## config.mk

```make
export PLATFORM = sky130hd
export DESIGN_NAME = msk_phase_modulator
export DESIGN_NICKNAME = d
export VERILOG_FILES = /design/src/rtl/msk_tx_pkg.sv /design/src/rtl/sample_tick_gen.sv /design/src/rtl/msk_phase_modulator.sv
export SDC_FILE = /design/constraint.sdc
export NUM_CORES = 1
export LEC_CHECK = 0
export CORE_AREA = 10 10 47 49
export CTS_CLUSTER_SIZE = 40
export DETAILED_ROUTE_END_ITERATION = 6
export DIE_AREA = 0 0 57 59
export SETUP_SLACK_MARGIN = 0.2
export SYNTH_ARGS = -nofsm -noshare
export SYNTH_HDL_FRONTEND = slang
export SYNTH_SLANG_ARGS = --single-unit
```

## constraint.sdc

```tcl
create_clock -name clk -period 4.7 [get_ports clk]
set_input_delay 0.94 -clock clk [delete_from_list [all_inputs] [get_ports clk]]
set_output_delay 0.94 -clock clk [all_outputs]
set_load 0.005 [all_outputs]
```

## src/rtl/msk_tx_pkg.sv

```systemverilog
// rtl/msk_tx_pkg.sv - shared types and constants for the MSK phase modulator
package msk_tx_pkg;

   // Phase sample: full circle is 64 LSB, so one quarter turn is 16 LSB.
   typedef logic signed [5:0] phase_t;

   localparam phase_t PHASE_QUARTER = 6'sd16;

   typedef enum logic {
      IDLE = 1'b0,
      SEND = 1'b1
   } tx_state_t;

   // Per-sample phase increment that spreads a quarter turn evenly across one bit.
   function automatic phase_t phase_step(input int samples_per_bit);
      return phase_t'(int'(PHASE_QUARTER) / samples_per_bit);
   endfunction

endpackage

```

## src/rtl/sample_tick_gen.sv

```systemverilog
// rtl/sample_tick_gen.sv - free-running sample strobe, one cycle high every CLK_PER_SAMPLE cycles
module sample_tick_gen #(
   parameter int CLK_PER_SAMPLE = 1
) (
   input  logic clk,
   input  logic resetn,
   output logic tick_o
);

   localparam int CNT_W = (CLK_PER_SAMPLE > 1) ? $clog2(CLK_PER_SAMPLE) : 1;
   localparam logic [CNT_W-1:0] CNT_MAX = CNT_W'(CLK_PER_SAMPLE - 1);

   if (CLK_PER_SAMPLE < 1) begin : g_bad_cps
      $error("sample_tick_gen: CLK_PER_SAMPLE must be >= 1");
   end

   logic [CNT_W-1:0] cnt;

   // Divider counter; with CLK_PER_SAMPLE=1 it stays at zero so the tick is permanently high.
   always_ff @(posedge clk or negedge resetn) begin
      if (!resetn) begin
         cnt <= '0;
      end else if (cnt == CNT_MAX) begin
         cnt <= '0;
      end else begin
         cnt <= cnt + 1'b1;
      end
   end

   assign tick_o = (cnt == '0);

endmodule

```

## src/rtl/msk_phase_modulator.sv

```systemverilog
// rtl/msk_phase_modulator.sv - serial bit stream to continuous MSK phase samples (option: MSK_TX_IDLE_SAMPLES_EN)
module msk_phase_modulator
   import msk_tx_pkg::*;
#(
   parameter int SAMPLES_PER_BIT = 4,
   parameter int CLK_PER_SAMPLE  = 1
) (
   input  logic       clk,
   input  logic       resetn,
   input  logic       data_i,
   input  logic       data_valid_i,
   output logic       data_ready_o,
   output logic [5:0] phase_o,
   output logic       ph_valid_o
);

   localparam int CNT_W = (SAMPLES_PER_BIT > 1) ? $clog2(SAMPLES_PER_BIT) : 1;
   localparam logic [CNT_W-1:0] LAST_SAMP = CNT_W'(SAMPLES_PER_BIT - 1);
   localparam phase_t STEP = phase_step(SAMPLES_PER_BIT);

   if (!(SAMPLES_PER_BIT == 1 || SAMPLES_PER_BIT == 2 || SAMPLES_PER_BIT == 4 ||
         SAMPLES_PER_BIT == 8 || SAMPLES_PER_BIT == 16)) begin : g_bad_spb
      $error("msk_phase_modulator: SAMPLES_PER_BIT must be 1, 2, 4, 8 or 16");
   end

   tx_state_t        state;
   logic [CNT_W-1:0] samp_cnt;
   logic             cur_bit;
   phase_t           phase_q;
   logic             ph_valid_q;
   logic             tick;
   logic             last_samp;
   phase_t           delta;

   sample_tick_gen #(
      .CLK_PER_SAMPLE(CLK_PER_SAMPLE)
   ) u_tick (
      .clk    (clk),
      .resetn (resetn),
      .tick_o (tick)
   );

   assign last_samp = (samp_cnt == LAST_SAMP);
   assign delta     = cur_bit ? STEP : -STEP;

   // Ready in IDLE, or on the tick that emits the last sample of the current bit (gapless reload).
   assign data_ready_o = (state == IDLE) || (tick && last_samp);

   // Bit FSM and phase accumulator; phase wraps modulo 64 and is only cleared by reset.
   always_ff @(posedge clk or negedge resetn) begin
      if (!resetn) begin
         state      <= IDLE;
         samp_cnt   <= '0;
         cur_bit    <= 1'b0;
         phase_q    <= '0;
         ph_valid_q <= 1'b0;
      end else begin
         ph_valid_q <= 1'b0;
         case (state)
            IDLE: begin
               if (data_valid_i) begin
                  cur_bit  <= data_i;
                  samp_cnt <= '0;
                  state    <= SEND;
               end
`ifdef MSK_TX_IDLE_SAMPLES_EN
               else if (tick) begin
                  ph_valid_q <= 1'b1;
               end
`endif
            end
            SEND: begin
               if (tick) begin
                  phase_q    <= phase_q + delta;
                  ph_valid_q <= 1'b1;
                  if (last_samp) begin
                     samp_cnt <= '0;
                     if (data_valid_i) begin
                        cur_bit <= data_i;
                     end else begin
                        state <= IDLE;
                     end
                  end else begin
                     samp_cnt <= samp_cnt + 1'b1;
                  end
               end
            end
            default: state <= IDLE;
         endcase
      end
   end

   assign phase_o    = phase_q;
   assign ph_valid_o = ph_valid_q;

endmodule

```

# After elaboration in Yosys (flattened, before gate mapping)
# Index checks and enable logic that the tools add are counted.
# totals
out_inout_bits,8
word_cells,36
reg_bits,12
inputBits,4
# classes
eq_ne,4
n_mux,16
n_addsub,3
reduce_logical,5
bitwise_logic,2
# op_table
operator,n
1-bit 2-to-1 mux,9
6-bit adder,1
2-bit 2-to-1 mux,3
6-bit 2-to-1 mux,1
2-bit AND reduction,3
"2-bit != test, second input constant",2
1-bit one-hot mux with 2 select lines,2
2-bit one-hot mux with 2 select lines,1
"2-bit by 1-bit adder with 2-bit output, second input constant",1
"2-bit equality test, second input constant",1
"2-bit by 1-bit != test with 1-bit output, second input constant",1
1-bit inverter,2
"1-bit adder, second input constant",1
1-bit logical AND,1
1-bit logical OR,1

# Longest topological paths before layout
# logic_depth
ltp_word,4
mapped_depth,5
depth_no_buf,5

# Cells and area by module
# Synthesis repeated with hierarchy kept, for this count alone.
# hier_totals
hier_cells,49
area_unflattened_um2,546.8
# modules_own_cells
module,seq_area_each_um2,area_per_inst_um2,instances,cells_each
msk_phase_modulator,225.2,535.5,1,47
sample_tick_gen,0.0,11.3,1,2

# Worst setup path after synthesis
# Ideal clock, no wire load.
# synth_timing
path_type,register to output
start,register samp_cnt[0]
end,output data_ready_o
setup_slack_ns,3.026
required_ns,3.760
arrival_time_ns,0.734
stages_incl_launch_ff,3
path_buffers,0
cell_sequence,dfrtp_1 -> ha_1 -> nand2b_1
# synth_between
elab_chain_cells,3
# synth_lines
element,line_no,text
start: declaration,msk_phase_modulator.sv:27,logic [CNT_W-1:0] samp_cnt;
start signal: assignment,msk_phase_modulator.sv:84,samp_cnt <= samp_cnt + 1'b1;
2-bit equality test,msk_phase_modulator.sv:43,assign last_samp = (samp_cnt == LAST_SAMP);
1-bit logical AND,msk_phase_modulator.sv:47,assign data_ready_o = (state == IDLE) || (tick && last_samp);
1-bit logical OR,msk_phase_modulator.sv:47,
end: declaration,msk_phase_modulator.sv:12,"output logic data_ready_o,"
# No other way between the ends.

# Worst setup path in the final report
# Ends and elaborated chain as after synthesis.

==> results_tabular.tex <==
\begin{tabular}{lr}
\hline
Metric & Value \\
\hline
\multicolumn{2}{l}{\textbf{Worst setup path}} \\
Largest fanout on the critical path & 5 \\
Kind of end point of the critical path & primary output \\
Category of the most critical setup path & reg -> out \\
CP max stage delay & 490 ps \\
Data required time of the worst path & 3760 ps \\
Kind of launch point of the worst setup path & register \\
Slowest cell on the critical path & sky130\_fd\_sc\_hd\_\_clkdlybuf4s50\_1 \\
Crit path DAT & 1550 ps \\
Worst-path cell chain & ha\_1, nand2b\_1, clkdlybuf4s50\_1 \\
\multicolumn{2}{l}{\textbf{STA}} \\
TNS Setup & 0 ps \\
Hold Worst Slack & 508.9 ps \\
FMAX & 0.4013 GHz \\
Number of pins exceeding their max-slew limit in the final report & 0 \\
Share of the clock period used by the worst path & 0.5302 \\
Count of endpoints failing hold in the final timing report & 0 \\
RSZ-0062 raised after global routing & false \\
Total of endpoints with negative setup slack in the final report & 0 \\
Post-layout min period & 2492 ps \\
Largest clock skew in the final design & 13.55 ps \\
\multicolumn{2}{l}{\textbf{Power}} \\
Power density relative to cell area & 782.2 nW/µm² \\
Leakage power & 0.2591 nW \\
Max rail drop VDD & 0.2560 mV \\
\multicolumn{2}{l}{\textbf{Placed design}} \\
Gpl congestion & 0.6625 \\
Total half-perimeter wirelength after legalization and detailed placement & 692.1 µm \\
Placed Instances & 68 \\
Standard cell area after detailed placement & 580.6 µm² \\
Port Buffers & 9 \\
\multicolumn{2}{l}{\textbf{Floorplan}} \\
Core area & 1401 µm² \\
Starting density of the core & 0.3473 \\
Count of standard-cell rows & 14 \\
Die X & 57 µm \\
Area of the die & 3363 µm² \\
Vertical extent of the die & 59 µm \\
Number of placed I/O pins & 12 \\
\multicolumn{2}{l}{\textbf{CTS}} \\
Clock slew at the register clock pins of the worst setup and hold paths & 70 ps \\
Root Driver & sky130\_fd\_sc\_hd\_\_clkbuf\_4 \\
CTS tree & yes \\
Gates resized, CTS repair & 0 \\
Number of clock buffers inserted by TritonCTS & 3 \\
TritonCTS sink count & 9 \\
Worst-skew pair later-pin latency & 280 ps \\
H-tree lvl count & 1 \\
Post-CTS setup buffers & 0 \\
Maximum clock insertion buffer count & 2 \\
CTS Hold Bufs & 0 \\
\multicolumn{2}{l}{\textbf{Cells and area}} \\
Layout Area Growth over Synthesis & 24.94\% \\
Final cell area excluding filler cells & 608.1 µm² \\
Number of antenna cells inserted & 0 \\
Share of layout cells above drive strength 1 & 0.1071 \\
Final net count & 65 \\
Most frequent cells in the layout & 9 x sky130\_fd\_sc\_hd\_\_dfrtp\_1, 9 x sky130\_fd\_sc\_hd\_\_clkdlybuf4s50\_1, 5 x sky130\_fd\_sc\_hd\_\_nand3\_1, 4 x sky130\_fd\_sc\_hd\_\_a21oi\_1 \\
Final Non-Filler Cells & 72 \\
Core utilization of the finished layout & 0.4339 \\
\multicolumn{2}{l}{\textbf{Logic synthesis}} \\
Share of synthesized area occupied by flip-flops and latches & 0.4627 \\
Mapped Avg Cell Area & 10.82 µm² \\
Post-synth cell types & 24 \\
Ys Warns & 0 \\
Syn Inst Count & 45 \\
Cell area after synthesis & 486.7 µm² \\
Number of synthesized register bits & 9 \\
\multicolumn{2}{l}{\textbf{Global routing}} \\
Maximum number of pins on one net before global-route repair & 15 \\
Global-route usage over all layers & 0.05849 \\
Initial antenna violation count & 0 \\
Wire length of the first global-routing pass & 1.518 mm \\
Via count of the first global-routing pass & 364 \\
Aggregate global routing overflow & 0 \\
\multicolumn{2}{l}{\textbf{Min path}} \\
Kind of path behind the tightest hold check & reg -> reg \\
\multicolumn{2}{l}{\textbf{Detailed routing}} \\
First-pass iteration count of the detailed router & 2 \\
DRC marker count from the first detailed-route iteration & 4 \\
Via/cell ratio & 4.889 \\
DRT antenna net count & 0 \\
DR DRC count & 0 \\
Routed length per instance & 12.38 µm \\
Via count of the routed design & 352 \\
Aggregate routed wire length & 891 µm \\
\multicolumn{2}{l}{\textbf{Run status}} \\
Result of the run & finished clean \\
\multicolumn{2}{l}{\textbf{Run}} \\
Max-capacitance violation count & 0 \\
\hline
\end{tabular}
-- critical path, delay by kind of cell, from the launching register on --
family / cells / cell delay (ps)
buffers and inverters: 1 / 490
adders and majority gates: 1 / 190
and+or+nand+nor: 1 / 200
DFF: 1 / 400
-- state kept, by name (all words and copies together), names as in the netlist --
name / flops
cur_bit: 1
ph_valid_o: 1
phase_o: 4
samp_cnt: 2
state: 1
-- routing by layer --
layer	track usage	wire, µm	up-vias
li1	-	-	178
met5	0	0	-
met1	0.06105	372	162
met3	0.03648	77	2
met2	0.08527	412	10
met4	0.04027	27	0
-- report_power, final --
part | switching (mW) | internal, mW
Clock | 0.0306 | 0.0315
Combinational | 0.104 | 0.147
Sequential | 0.0450 | 0.118
Total | 0.179 | 0.297
-- kinds of logic (layout without fill, tap and decap cells) --
family | Yosys count | count (layout) | share of synthesized area
AOI/OAI and AO/OA | 9 | 9 | 0.1208
buffers and inverters | 4 | 14 | 0.04882
xor gates and xnor gates | 2 | 2 | 0.03600
and+or+nand+nor | 14 | 14 | 0.1620
DFF | 9 | 9 | 0.4627
other | 1 | 2 | 0.007705
muxes | 2 | 2 | 0.04370
adders and majority gates | 4 | 4 | 0.1183
-- path summary, 6_finish.rpt --
| path | start | end | slack [ps] | cells after the start |
|---|---|---|---|---|
| setup / recovery | samp_cnt[0] | data_ready_o | 2210 | 3 |
| max in group asynchronous | resetn | state | 3430 | 1 |
| hold / removal | samp_cnt[0] | samp_cnt[0] | 510 | 1 |
| min in group asynchronous | resetn | phase_o[5] | 960 | 1 |
| setup reg to reg | cur_bit | phase_o[5] | 3000 | 5 |
| hold reg to reg | samp_cnt[0] | samp_cnt[0] | 510 | 1 |
-- through the flow --
step / power, mW / setup WS, ps
3_5_place_dp: 0.4217 / 2472
4_1_cts: 0.4857 / 2168
2_1_floorplan: 0.3306 / 3026
5_1_grt: 0.5316 / 2074
3_3_place_gp: 0.4174 / 2501
6_report: 0.4756 / 2208
-- synth_stat cells --
cell / number / area share
sky130_fd_sc_hd__o211ai_1: 1 / 0.015
sky130_fd_sc_hd__or4b_1: 1 / 0.021
sky130_fd_sc_hd__fa_1: 1 / 0.041
sky130_fd_sc_hd__nand2_1: 2 / 0.015
sky130_fd_sc_hd__a22o_1: 1 / 0.018
sky130_fd_sc_hd__nor3b_1: 1 / 0.015
sky130_fd_sc_hd__a31o_2: 1 / 0.018
sky130_fd_sc_hd__o21ai_0: 1 / 0.010
sky130_fd_sc_hd__xor2_1: 1 / 0.018
sky130_fd_sc_hd__conb_1: 1 / 0.0077
sky130_fd_sc_hd__nand2b_1: 2 / 0.026
sky130_fd_sc_hd__mux2_2: 1 / 0.023
sky130_fd_sc_hd__nand3_1: 5 / 0.051
sky130_fd_sc_hd__buf_2: 1 / 0.010
sky130_fd_sc_hd__a211o_1: 1 / 0.018
sky130_fd_sc_hd__a21oi_1: 4 / 0.041
sky130_fd_sc_hd__dfrtp_1: 9 / 0.46
sky130_fd_sc_hd__or3b_1: 1 / 0.018
sky130_fd_sc_hd__nor2_1: 2 / 0.015
sky130_fd_sc_hd__buf_4: 2 / 0.031
sky130_fd_sc_hd__ha_1: 3 / 0.077
sky130_fd_sc_hd__inv_1: 1 / 0.0077
sky130_fd_sc_hd__mux2i_1: 1 / 0.021
sky130_fd_sc_hd__xnor2_1: 1 / 0.018
-- cell type report --
class / count / area [µm²]
fillers: 156 / 793.3
clock buffers: 3 / 22.52
repair buffers: 9 / 90.09
well taps: 16 / 20.02
flip-flops and latches: 9 / 225.2
multi-input cells: 33 / 241.5
inverters: 1 / 3.754
clock inverters: 1 / 5.005
Note: power is estimated with default switching activity, not from simulation.
